## config.mk

```make
export PLATFORM = sky130hd
export DESIGN_NAME = freqdiv_multi_flat
export DESIGN_NICKNAME = d
export VERILOG_FILES = /design/src/rtl/freqdiv_multi_if.sv /design/src/rtl/freqdiv_multi.sv /design/src/flat_wrapper.sv
export SDC_FILE = /design/constraint.sdc
export NUM_CORES = 1
export LEC_CHECK = 0
export ABC_AREA = 1
export CORE_AREA = 2 2 140 142
export DETAILED_ROUTE_END_ITERATION = 8
export DIE_AREA = 0 0 142 144
export PLACE_DENSITY = 0.82
export SLEW_MARGIN = 25
export SYNTH_ARGS = -nofsm -noshare
export SYNTH_HDL_FRONTEND = slang
export SYNTH_SLANG_ARGS = --single-unit
```

## constraint.sdc

```tcl
create_clock -name clk -period 10.06 [get_ports clk]
set_clock_uncertainty 0.1 [all_clocks]
set_input_delay 2.012 -clock clk [delete_from_list [all_inputs] [get_ports clk]]
set_output_delay 2.012 -clock clk [all_outputs]
set_load 0.03 [all_outputs]
```

## src/rtl/freqdiv_multi_if.sv

```systemverilog
// Control and output bundle of the multi-channel clock divider.
// The master side programs divisors and gates counting; the slave side
// is the divider itself.
interface freqdiv_multi_if #(
   parameter int CH    = 2,
   parameter int SEL_W = 1,
   parameter int CNT_W = 26
);
   logic             en;
   logic             sync;
   logic             div_wr;
   logic [SEL_W-1:0] div_sel;
   logic [CNT_W-1:0] div_val;
   logic             div_err;
   logic [CH-1:0]    clk_out;
   logic [CH-1:0]    tick;

   modport master (
      output en, sync, div_wr, div_sel, div_val,
      input  div_err, clk_out, tick
   );

   modport slave (
      input  en, sync, div_wr, div_sel, div_val,
      output div_err, clk_out, tick
   );
endinterface

```

## src/rtl/freqdiv_multi.sv

```systemverilog
// Multi-channel programmable clock divider.
// Each channel divides clk by its own runtime divisor and produces a ~50%
// duty square wave plus a one-cycle tick at the period wrap. Divisor writes
// land in a shadow register and take effect only at the next wrap or sync,
// so a period in progress is never cut short or stretched.
module freqdiv_multi #(
   parameter int CH      = 2,
   parameter int SEL_W   = 1,
   parameter int CNT_W   = 26,
   parameter int DEF_DIV = 500000
) (
   input  logic              clk,
   input  logic              rst,
   freqdiv_multi_if.slave    bus
);

   logic          val_ok_s;
   logic          sel_ok_s;
   logic          wr_ok_s;
   logic          wr_bad_s;
   logic          div_err_r;
   logic [CH-1:0] clk_out_s;
   logic [CH-1:0] tick_s;

   // Channel index check is only needed when the select field can address
   // more channels than exist.
   if ((1 << SEL_W) > CH) begin : g_sel_chk
      assign sel_ok_s = (32'(bus.div_sel) < CH);
   end else begin : g_sel_all
      assign sel_ok_s = 1'b1;
   end

   // Classify a divisor write as accepted or rejected.
   always_comb begin
      val_ok_s = (bus.div_val >= CNT_W'(2));
      if (bus.div_wr) begin
         wr_ok_s  = val_ok_s & sel_ok_s;
         wr_bad_s = ~(val_ok_s & sel_ok_s);
      end else begin
         wr_ok_s  = 1'b0;
         wr_bad_s = 1'b0;
      end
   end

   // One-cycle error pulse for a rejected write; writes during reset are ignored.
   always_ff @(posedge clk) begin
      if (rst) begin
         div_err_r <= 1'b0;
      end else begin
         div_err_r <= wr_bad_s;
      end
   end

   for (genvar g = 0; g < CH; g++) begin : g_ch
      logic [CNT_W-1:0] cnt_r;
      logic [CNT_W-1:0] div_r;
      logic [CNT_W-1:0] shd_r;
      logic             pend_r;
      logic             clk_out_r;
      logic             tick_r;
      logic [CNT_W-1:0] cnt_nxt_s;
      logic             wrap_s;
      logic             load_s;
      logic             wr_hit_s;

      // Next count, wrap detect, shadow-load and write-select decode.
      always_comb begin
         wrap_s = (cnt_r == (div_r - CNT_W'(1)));
         if (wrap_s) begin
            cnt_nxt_s = {CNT_W{1'b0}};
         end else begin
            cnt_nxt_s = cnt_r + CNT_W'(1);
         end
         load_s   = pend_r & (bus.sync | (bus.en & wrap_s));
         wr_hit_s = wr_ok_s & (bus.div_sel == SEL_W'(g));
      end

      // Counter, divisor bookkeeping and registered outputs for one channel.
      always_ff @(posedge clk) begin
         if (rst) begin
            cnt_r     <= {CNT_W{1'b0}};
            div_r     <= CNT_W'(DEF_DIV);
            shd_r     <= {CNT_W{1'b0}};
            pend_r    <= 1'b0;
            clk_out_r <= 1'b0;
            tick_r    <= 1'b0;
         end else begin
            if (bus.sync) begin
               cnt_r     <= {CNT_W{1'b0}};
               clk_out_r <= 1'b0;
               tick_r    <= 1'b0;
            end else if (bus.en) begin
               cnt_r     <= cnt_nxt_s;
               tick_r    <= wrap_s;
               // Threshold uses the divisor of the period just finishing,
               // so a reload at the wrap cannot glitch the output.
               clk_out_r <= (cnt_nxt_s >= (div_r >> 1));
            end else begin
               tick_r    <= 1'b0;
            end
            if (load_s) begin
               div_r <= shd_r;
            end
            // A write on the same edge as a load re-arms the pending flag,
            // so the new value waits for the following wrap or sync.
            if (wr_hit_s) begin
               shd_r  <= bus.div_val;
               pend_r <= 1'b1;
            end else if (load_s) begin
               pend_r <= 1'b0;
            end
         end
      end

      assign clk_out_s[g] = clk_out_r;
      assign tick_s[g]    = tick_r;
   end

   assign bus.clk_out = clk_out_s;
   assign bus.tick    = tick_s;
   assign bus.div_err = div_err_r;

endmodule
```

## src/flat_wrapper.sv

```systemverilog
// flat-port wrapper written by rule: the top's interface ports become plain ports
module freqdiv_multi_flat 
#(
   parameter int CH      = 2,
   parameter int SEL_W   = 1,
   parameter int CNT_W   = 26,
   parameter int DEF_DIV = 500000
)
  (clk, rst, bus_en, bus_sync, bus_div_wr, bus_div_sel, bus_div_val, bus_div_err, bus_clk_out, bus_tick);
  freqdiv_multi_if #(.CH(CH), .SEL_W(SEL_W), .CNT_W(CNT_W)) bus_i ();
  input  logic clk;
  input  logic rst;
  input wire logic [$bits(bus_i.en)-1:0] bus_en;
  input wire logic [$bits(bus_i.sync)-1:0] bus_sync;
  input wire logic [$bits(bus_i.div_wr)-1:0] bus_div_wr;
  input wire logic [$bits(bus_i.div_sel)-1:0] bus_div_sel;
  input wire logic [$bits(bus_i.div_val)-1:0] bus_div_val;
  output wire logic [$bits(bus_i.div_err)-1:0] bus_div_err;
  output wire logic [$bits(bus_i.clk_out)-1:0] bus_clk_out;
  output wire logic [$bits(bus_i.tick)-1:0] bus_tick;
  assign bus_i.en = bus_en;
  assign bus_i.sync = bus_sync;
  assign bus_i.div_wr = bus_div_wr;
  assign bus_i.div_sel = bus_div_sel;
  assign bus_i.div_val = bus_div_val;
  assign bus_div_err = bus_i.div_err;
  assign bus_clk_out = bus_i.clk_out;
  assign bus_tick = bus_i.tick;
  freqdiv_multi #(.CH(CH), .SEL_W(SEL_W), .CNT_W(CNT_W), .DEF_DIV(DEF_DIV)) u_core (.clk(clk), .rst(rst), .bus(bus_i));
endmodule
```

==> results of run 1 <==
[state kept, by name, indices dropped and copies added, names as in the netlist]
signal	count
u_core.g_ch.div_r	52
u_core.g_ch.tick_r	2
u_core.g_ch.cnt_r	52
u_core.g_ch.shd_r	52
u_core.g_ch.pend_r	2
u_core.g_ch.clk_out_r	2
u_core.bus.div_err	1
[worst min-delay path by stage]
stage                                   startpoint                        to  slack, ps
final                     u_core.g_ch[1].shd_r[13]  u_core.g_ch[1].shd_r[13]        350
after detailed placement  u_core.g_ch[1].shd_r[15]  u_core.g_ch[1].shd_r[15]        340
after CTS                 u_core.g_ch[1].shd_r[13]  u_core.g_ch[1].shd_r[13]        350
after floorplan            u_core.g_ch[0].shd_r[5]   u_core.g_ch[0].shd_r[5]        320
after global placement    u_core.g_ch[0].shd_r[17]  u_core.g_ch[0].shd_r[17]        330
after global routing      u_core.g_ch[1].shd_r[15]  u_core.g_ch[1].shd_r[15]        360
[placed cells by master (no fill, tap or decap), drive strengths merged]
cell type / count
or3: 1
o21ai: 119
nand2b: 2
clkdlybuf4s50: 35
nand3: 154
a22oi: 1
xor2: 55
nand2: 338
xnor3: 4
nor3b: 2
nand4: 41
or2: 11
nor2: 194
o21bai: 4
buf: 8
nor3: 24
and3: 2
ha: 54
o22ai: 1
o31ai: 1
o21a: 2
dfxtp: 163
a21oi: 168
a211oi: 2
inv: 261
nand3b: 8
xnor2: 26
o211ai: 1
clkbuf: 18
clkinv: 7
a21o: 3
nor4: 17
[per-layer routing]
metal / up-vias / share of wire, %
li1: 5571 / -
met1: 5003 / 46
met2: 510 / 44
met3: 47 / 9.0
met4: 0 / 1.8
met5: - / 0
[power breakdown]
part           internal (uW)  total [uW]  leakage, uW  switching (uW)
Sequential               676         711      0.00133            35.1
Combinational           90.5         247      0.00390             157
Clock                    342         667     0.000294             325
Total                   1110        1620      0.00553             517
[logic make-up (layout without fill, tap and decap cells)]
| logic type | Yosys count | count (layout) | synth area share (%) |
|---|---|---|---|
| flops | 163 | 163 | 29.1 |
| simple gates | 794 | 794 | 31.8 |
| buf+inv | 329 | 329 | 12.0 |
| compound gates | 302 | 302 | 13.8 |
| fa+ha+maj | 54 | 54 | 6.03 |
| xor+xnor | 85 | 85 | 7.13 |
[per-stage QoR]
stage,cell area [sq um],setup WS (ps)
after global routing,12100,4700
after global placement,11500,5470
final,12100,5210
after floorplan,11200,6520
after detailed placement,11500,5400
after CTS,12100,5320
[synth_stat cells (7+ instances only)]
| cell type | number | area share [%] |
|---|---|---|
| ha_1 | 54 | 6.0 |
| clkbuf_1 | 52 | 1.7 |
| or2_2 | 11 | 0.61 |
| xor2_1 | 55 | 4.3 |
| nand3_1 | 151 | 6.7 |
| nand3b_1 | 8 | 0.54 |
| buf_4 | 7 | 0.47 |
| o21ai_0 | 117 | 5.2 |
| a21oi_1 | 168 | 7.5 |
| nor4_1 | 17 | 0.95 |
| dfxtp_1 | 163 | 29 |
| nand2_2 | 9 | 0.50 |
| nand2_1 | 327 | 11 |
| nor2_2 | 11 | 0.61 |
| buf_6 | 8 | 0.80 |
| nor3_1 | 24 | 1.1 |
| inv_1 | 252 | 8.4 |
| nor2_1 | 178 | 6.0 |
| nand4_1 | 40 | 2.2 |
| xnor2_1 | 26 | 2.0 |
[critical path: cells and delay by family (launching register included)]
| family | cells | cell delay, ps |
|---|---|---|
| buffers and inverters | 5 | 560 |
| adder cells (fa/ha/maj) | 2 | 540 |
| AND/OR/NAND/NOR | 24 | 3060 |
| AO/OA/AOI/OAI | 1 | 130 |
| flip-flops | 1 | 320 |
[cell type report]
| type | instances | area share (%) |
|---|---|---|
| multi-input cells | 1235 | 54.4 |
| repair buffers | 43 | 3.37 |
| inverters | 254 | 7.87 |
| well taps | 238 | 2.46 |
| clock buffers | 18 | 3.62 |
| clock inverters | 14 | 1.34 |
| flip-flops and latches | 163 | 26.9 |
==> impl_metrics.ini, run 1 <==
[worst_setup_path]
cp_data_required_time_ps = 10290
crit_start = u_core.g_ch[0].div_r[0]
crit_type = flip-flop to flip-flop
r2r-end = u_core.g_ch[0].clk_out_r
endpoint = u_core.g_ch[0].clk_out_r
r2r_setup_slack_ps = 5210
timing.rr.start = u_core.g_ch[0].div_r[0]
r2r_cells = 32
crit_slowest_cell = nand3_1
cp-start-kind = flip-flop
cp_max_fo = 20
worst_ep_arrival_time_ps = 5080
crit_path_frequent_cell = nand2_1
slowest_delay_ps = 720
cp-end-kind = flip-flop

[yosys]
synthesis.nets = 1813
synth_seq_cells = 163
synth_area_per_cell_sq_um = 6.49
syn_area_sq_um = 11200
yosysUniqueCellTypes = 44
ys.flop_type = dfxtp_1
syn-instance-count = 1727
ys_warn_count = 0
ys_seq_area_share_pct = 29.1
synth-async-reset-ratio_pct = 0
synth_edf_count = 0

[floorplanning]
die_x_microns = 142
die_h_microns = 144
dieArea_sq_um = 20400
core_area_sq_um = 19100
ios = 37
row_count = 51
start_util_pct = 58.7

[routing]
remaining_drc_errors = 0
vias_per_cell = 5.66
wl_per_cell_microns = 15.7
num_vias = 11131
drt-total-wl_microns = 30800
drt_iter0_drc = 1011
drt_pass1_iterations = 6
postRouteAntennaNets = 0

[layout]
final_util_pct = 63.5
antenna_cells = 0
instances_no_fill = 1965
seqCellArea_sq_um = 3260
multi_input_area_sq_um = 6600
syn_to_final_growth_pct = 8.15
nFillCells = 1700
final_nets = 1800
drive_above_1_share_pct = 5.04

[global_route]
gr-total-overflow = 0
grtUsageMet1_pct = 44.3
grt_max_degree = 108
grtUsageTotal_pct = 30.7
grt_pass1_vias = 10089
met2_usage_pct = 47.7
grtUsageMet3_pct = 4.37
grt_pass1_wl_microns = 50300
antenna_found_initial = 0
top_usage_layer = met2

[min_path]
hp-class = flip-flop to flip-flop
min_path_cells = 2

[sta]
report.final.slew_viol_count = 0
fin_crit_ps = 4850
setup_viol = 0
hold_viol_final = 0
tightest_slew_ps = 978
rsz0062_at_grt = false
fin_tns_setup_ps = 0
max_freq_mhz = 206
relSlewSlack_pct = 34.8
hold_slack_ps = 346
fin_crit_sh_pct = 48.2

[clock_tree]
clock_latency_ps = 440
cts_sinks = 163
clk_transition_reported_paths_ps = 80
cts_buffer_depth = 2
cts_resized = 0
htree_levels = 4
cts_tree = done
root_buffer = clkbuf_16
post-cts-setup-buffer-count = 0
numCtsBuffers = 17
ctsHoldBuffers = 0

[status]
run_status = completed

[pwr]
power.density_nw_per_um2 = 134
p_leak_uw = 0.00553
finalPower_uw = 1620
vdd_ir_drop_max_v = 0.000124

[placement]
place_congestion = 0.992
hpwlAfterDp_microns = 22400
io_buffers = 36
post-place-cells = 1933

[run]
maxCapViolCount = 0
No activity file was read; power rests on OpenSTA's default activity.
==> inputs of run 2 (changes only) <==
--- a/config.mk
+++ b/config.mk
@@ -6,9 +6,9 @@
 export NUM_CORES = 1
 export LEC_CHECK = 0
 export ABC_AREA = 1
-export CORE_AREA = 2 2 140 142
+export CORE_AREA = 2 2 144 146
 export DETAILED_ROUTE_END_ITERATION = 8
-export DIE_AREA = 0 0 142 144
+export DIE_AREA = 0 0 146 148
 export PLACE_DENSITY = 0.82
 export SLEW_MARGIN = 25
 export SYNTH_ARGS = -nofsm -noshare
==> constraint.sdc (replaced) <==
create_clock -name clk -period 4.3 [get_ports clk]
set_clock_uncertainty 0.1 [all_clocks]
set_input_delay 0.86 -clock clk [delete_from_list [all_inputs] [get_ports clk]]
set_output_delay 0.86 -clock clk [all_outputs]
set_load 0.03 [all_outputs]
==> run 2 against run 1 <==
Compared with the run above: sequential share of layout area fell by 0.38 points; via count decreased by 0.37%; non-clock buffer count is 10 higher; critical path depth is 5 lower; global-route usage down 2.5 points; total power up 130%; first-iteration DRC count grew 4.6%; clock power rose by 130%; combinational power up 140%; register-to-register slack got worse by 4800 ps; largest power group unchanged.
==> impl_metrics.ini, run 2 (synthesized netlist as in run 1, its figures left out) <==
[global_route]
grt_max_degree = 58
gr-total-overflow = 0
grt_pass1_wl_microns = 49800
grtUsageTotal_pct = 28.2
antenna_found_initial = 0
grtUsageMet1_pct = 41.2
met2_usage_pct = 43.5
grtUsageMet3_pct = 3.52
top_usage_layer = met2
grt_pass1_vias = 9979

[layout]
multi_input_area_sq_um = 6640
reg_top3 = u_core.g_ch.cnt_r: 52 flops, u_core.g_ch.div_r: 52 flops, u_core.g_ch.shd_r: 52 flops
final_cell_mix = nand2_1 (327), inv_1 (251), nor2_1 (176)
design_area_sq_um = 12300
syn_to_final_growth_pct = 9.70
nFillCells = 1862
seqCellArea_sq_um = 3260
mostFrequentLayoutCell = nand2_1
drive_above_1_share_pct = 5.87
final_nets = 1810
antenna_cells = 0
final_util_pct = 61.4
instances_no_fill = 2007

[sta]
relSlewSlack_pct = 49.3
setup_viol = 0
hold_viol_final = 0
report.final.slew_viol_count = 0
fin_crit_sh_pct = 91.0
fin_crit_ps = 3910
hold_slack_ps = 352
tightest_slew_ps = 760
max_freq_mhz = 256
fin_tns_setup_ps = 0

[worst_setup_path]
cp_data_required_time_ps = 4530
cp-start-kind = flip-flop
crit_type = flip-flop to flip-flop
cp-end-kind = flip-flop
crit_path_frequent_cell = nand2_1
worst_ep_arrival_time_ps = 4140
cp_top_family = simple AND/OR/NAND/NOR gates
cp_max_fo = 20
slowest_delay_ps = 400
crit_slowest_cell = dfxtp_1
path_buf_inv = 3

[min_path]
hp-class = flip-flop to flip-flop

[pwr]
power.density_nw_per_um2 = 310
p_leak_uw = 0.00560
vdd_ir_drop_max_v = 0.000283

[floorplanning]
ios = 37
start_util_pct = 55.9
core_area_sq_um = 20000
die_h_microns = 148
row_count = 52
dieArea_sq_um = 21600
die_x_microns = 146

[clock_tree]
clk_transition_reported_paths_ps = 80
htree_levels = 4
numCtsBuffers = 17
root_buffer = clkbuf_16
clock_latency_ps = 440
cts_sinks = 163
cts_tree = done
cts_buffer_depth = 2

[run]
maxCapViolCount = 0

[placement]
place_area_sq_um = 11600
post-place-cells = 1972
place_congestion = 0.969
io_buffers = 36
hpwlAfterDp_microns = 22900

[routing]
drt_pass1_iterations = 8
num_vias = 11090
remaining_drc_errors = 0
wl_per_cell_microns = 15.2
drt_iter0_drc = 1058
vias_per_cell = 5.53
postRouteAntennaNets = 0
drt-total-wl_microns = 30500

[status]
run_status = completed
run 2: worst paths after layout:
kind	startpoint	cells after the start	end	slack (ps)
hold reg to reg	u_core.g_ch[1].shd_r[17]	2	u_core.g_ch[1].shd_r[17]	350
hold / removal	u_core.g_ch[1].shd_r[17]	2	u_core.g_ch[1].shd_r[17]	350
setup / recovery	u_core.g_ch[0].div_r[11]	27	u_core.g_ch[0].clk_out_r	390
setup reg to reg	u_core.g_ch[0].div_r[11]	27	u_core.g_ch[0].clk_out_r	390
run 2: layout make-up:
class	count	area share (%)
multi-input cells	1235	54.0
flip-flops and latches	163	26.5
inverters	254	7.75
repair buffers	53	4.02
clock buffers	18	3.57
well taps	270	2.75
clock inverters	14	1.32
run 2: report_power, final:
part	switching, uW	internal, uW	total, uW
combinational	368	217	585
clock	762	797	1560
sequential	80.4	1580	1660
total	1210	2600	3810
run 2: worst register-to-register path: cells and delay by family (launching register included):
family | cells | cell delay, ps
DFF | 1 | 400
adders and majority gates | 1 | 320
and+or+nand+nor | 19 | 2090
xor gates and xnor gates | 1 | 240
buffers and inverters | 3 | 260
AOI/OAI and AO/OA | 3 | 400
run 2: stage by stage:
step,worst slack [ps],power (uW)
CTS,322,3790
global route,-39.8,3960
floorplan,768,2100
detailed placement,378,2260
global placement,447,2240
finish,387,3810
run 2: what timing repair did:
item / CTS / global route
resized for setup: 0 / 12
setup endpoints to repair: 0 / 2
setup buffers: 0 / 3
hold buffers: 0 / 0
run 2: routing by layer:
layer	vias to the layer above	wire length, microns
met5	-	0
met4	0	653
met3	55	2500
met2	467	13200
met1	4969	14100
li1	5599	-
==> inputs of run 3 (changes only) <==
--- a/config.mk
+++ b/config.mk
@@ -6,9 +6,10 @@
 export NUM_CORES = 1
 export LEC_CHECK = 0
 export ABC_AREA = 1
-export CORE_AREA = 2 2 144 146
+export CORE_AREA = 2 2 140 142
 export DETAILED_ROUTE_END_ITERATION = 8
-export DIE_AREA = 0 0 146 148
+export DIE_AREA = 0 0 142 144
+export GPL_ROUTABILITY_DRIVEN = 1
 export PLACE_DENSITY = 0.82
 export SLEW_MARGIN = 25
 export SYNTH_ARGS = -nofsm -noshare
==> constraint.sdc (replaced) <==
create_clock -name clk -period 4.8 [get_ports clk]
set_clock_uncertainty 0.1 [all_clocks]
set_input_delay 0.96 -clock clk [delete_from_list [all_inputs] [get_ports clk]]
set_output_delay 0.96 -clock clk [all_outputs]
set_load 0.03 [all_outputs]
==> run 3 against run 2 <==
Compared with the run above: non-clock buffer count decreased by 7; largest power group unchanged; die area decreased by 5.4%; first-iteration DRC count increased by 0.95%; final area decreased by 1.3%; highest routed layer unchanged; core utilization increased by 2.3 points; critical path type unchanged; register-to-register slack improved by 120 ps.
==> impl_metrics.ini, run 3 (synthesized netlist as in run 1, its figures left out) <==
[status]
run_status = completed

[worst_setup_path]
slowest_delay_ps = 400
cp_max_fo = 18
cp_data_required_time_ps = 5040
crit_slowest_cell = nor2_2
cp-end-kind = flip-flop
crit_path_frequent_cell = nand2_1
cp-start-kind = flip-flop
crit_type = flip-flop to flip-flop
worst_ep_arrival_time_ps = 4530

[sta]
fin_crit_sh_pct = 89.4
report.final.slew_viol_count = 0
tightest_slew_ps = 778
finalWorstSetupSlack_ps = 507
relSlewSlack_pct = 48.0
hold_viol_final = 0
rsz0062_at_grt = false
fin_crit_ps = 4290
fin_tns_setup_ps = 0
max_freq_mhz = 233
setup_viol = 0

[clock_tree]
ctsHoldBuffers = 0
numCtsBuffers = 17
cts_tree = done
clk_transition_reported_paths_ps = 70
post-cts-setup-buffer-count = 0
cts_sinks = 163
root_buffer = clkbuf_16
clock_latency_ps = 440
cts_buffer_depth = 2
htree_levels = 4
cts_resized = 0

[floorplanning]
die_h_microns = 144
row_count = 51
die_x_microns = 142
core_area_sq_um = 19100
start_util_pct = 58.7
ios = 37
dieArea_sq_um = 20400

[run]
maxCapViolCount = 0

[placement]
post-place-cells = 1936
io_buffers = 36
hpwlAfterDp_microns = 22400
place_area_sq_um = 11500
place_congestion = 0.985
preCtsSetupSlack_ps = 553

[layout]
design_area_sq_um = 12100
final_util_pct = 63.6
final_nets = 1803
antenna_cells = 0
instances_no_fill = 1968
final_cell_mix = nand2_1 (327), inv_1 (251), nor2_1 (177)
reg_top3 = u_core.g_ch.cnt_r: 52 flops, u_core.g_ch.div_r: 52 flops, u_core.g_ch.shd_r: 52 flops
drive_above_1_share_pct = 5.20
mostFrequentLayoutCell = nand2_1
syn_to_final_growth_pct = 8.31

[pwr]
vdd_ir_drop_max_v = 0.000282
p_leak_uw = 0.00554
power.density_nw_per_um2 = 279

[routing]
drt_iter0_drc = 1068
postRouteAntennaNets = 0
num_vias = 10986
wl_per_cell_microns = 15.1
drt-total-wl_microns = 29800
remaining_drc_errors = 0
drt_pass1_iterations = 5
vias_per_cell = 5.58

[global_route]
antenna_found_initial = 0
grtUsageTotal_pct = 29.6
grt_max_degree = 70
grt_pass1_wl_microns = 48400
gr-total-overflow = 0
grt_pass1_vias = 9787

[min_path]
hp-class = flip-flop to flip-flop
-- run 3: path summary, 6_finish.rpt --
check | from | to | slack, ps | depth (start not counted)
hold / removal | u_core.g_ch[0].shd_r[18] | u_core.g_ch[0].shd_r[18] | 350 | 2
setup / recovery | u_core.g_ch[1].div_r[0] | u_core.g_ch[1].clk_out_r | 510 | 33
hold reg to reg | u_core.g_ch[0].shd_r[18] | u_core.g_ch[0].shd_r[18] | 350 | 2
setup reg to reg | u_core.g_ch[1].div_r[0] | u_core.g_ch[1].clk_out_r | 510 | 33
-- run 3: final cells by class --
class	instances	area, sq um
clock buffers	18	439
clock inverters	14	158
fillers	1700	6940
inverters	254	953
multi-input cells	1235	6600
flip-flops and latches	163	3260
well taps	238	298
repair buffers	46	430
-- run 3: power breakdown --
group	internal [uW]	leakage, uW	total, uW	switching (uW)
clock network	714	0.000294	1380	669
registers	1420	0.00133	1490	73.0
logic	190	0.00392	513	324
total	2320	0.00554	3390	1070
-- run 3: metal layers --
layer  routed length (microns)  share of wire, %  global-route usage, %
met5                         0                 0                      0
met4                       567               1.9                   9.74
met3                      2360               7.9                   5.07
met2                     13000                44                   45.4
met1                     13800                46                   42.3
-- run 3: worst max-delay path: cells and delay by family (launching register included) --
family	cells	cell delay, ps
simple gates	25	2550
buf+inv	5	500
flops	1	350
xor+xnor	1	190
fa+ha+maj	2	510
-- run 3: stage by stage --
step	power [uW]	hold WS (ps)
final	3390	347
after global routing	3520	365
after floorplan	1880	324
after detailed placement	2020	338
after CTS	3380	348
after global placement	2010	334
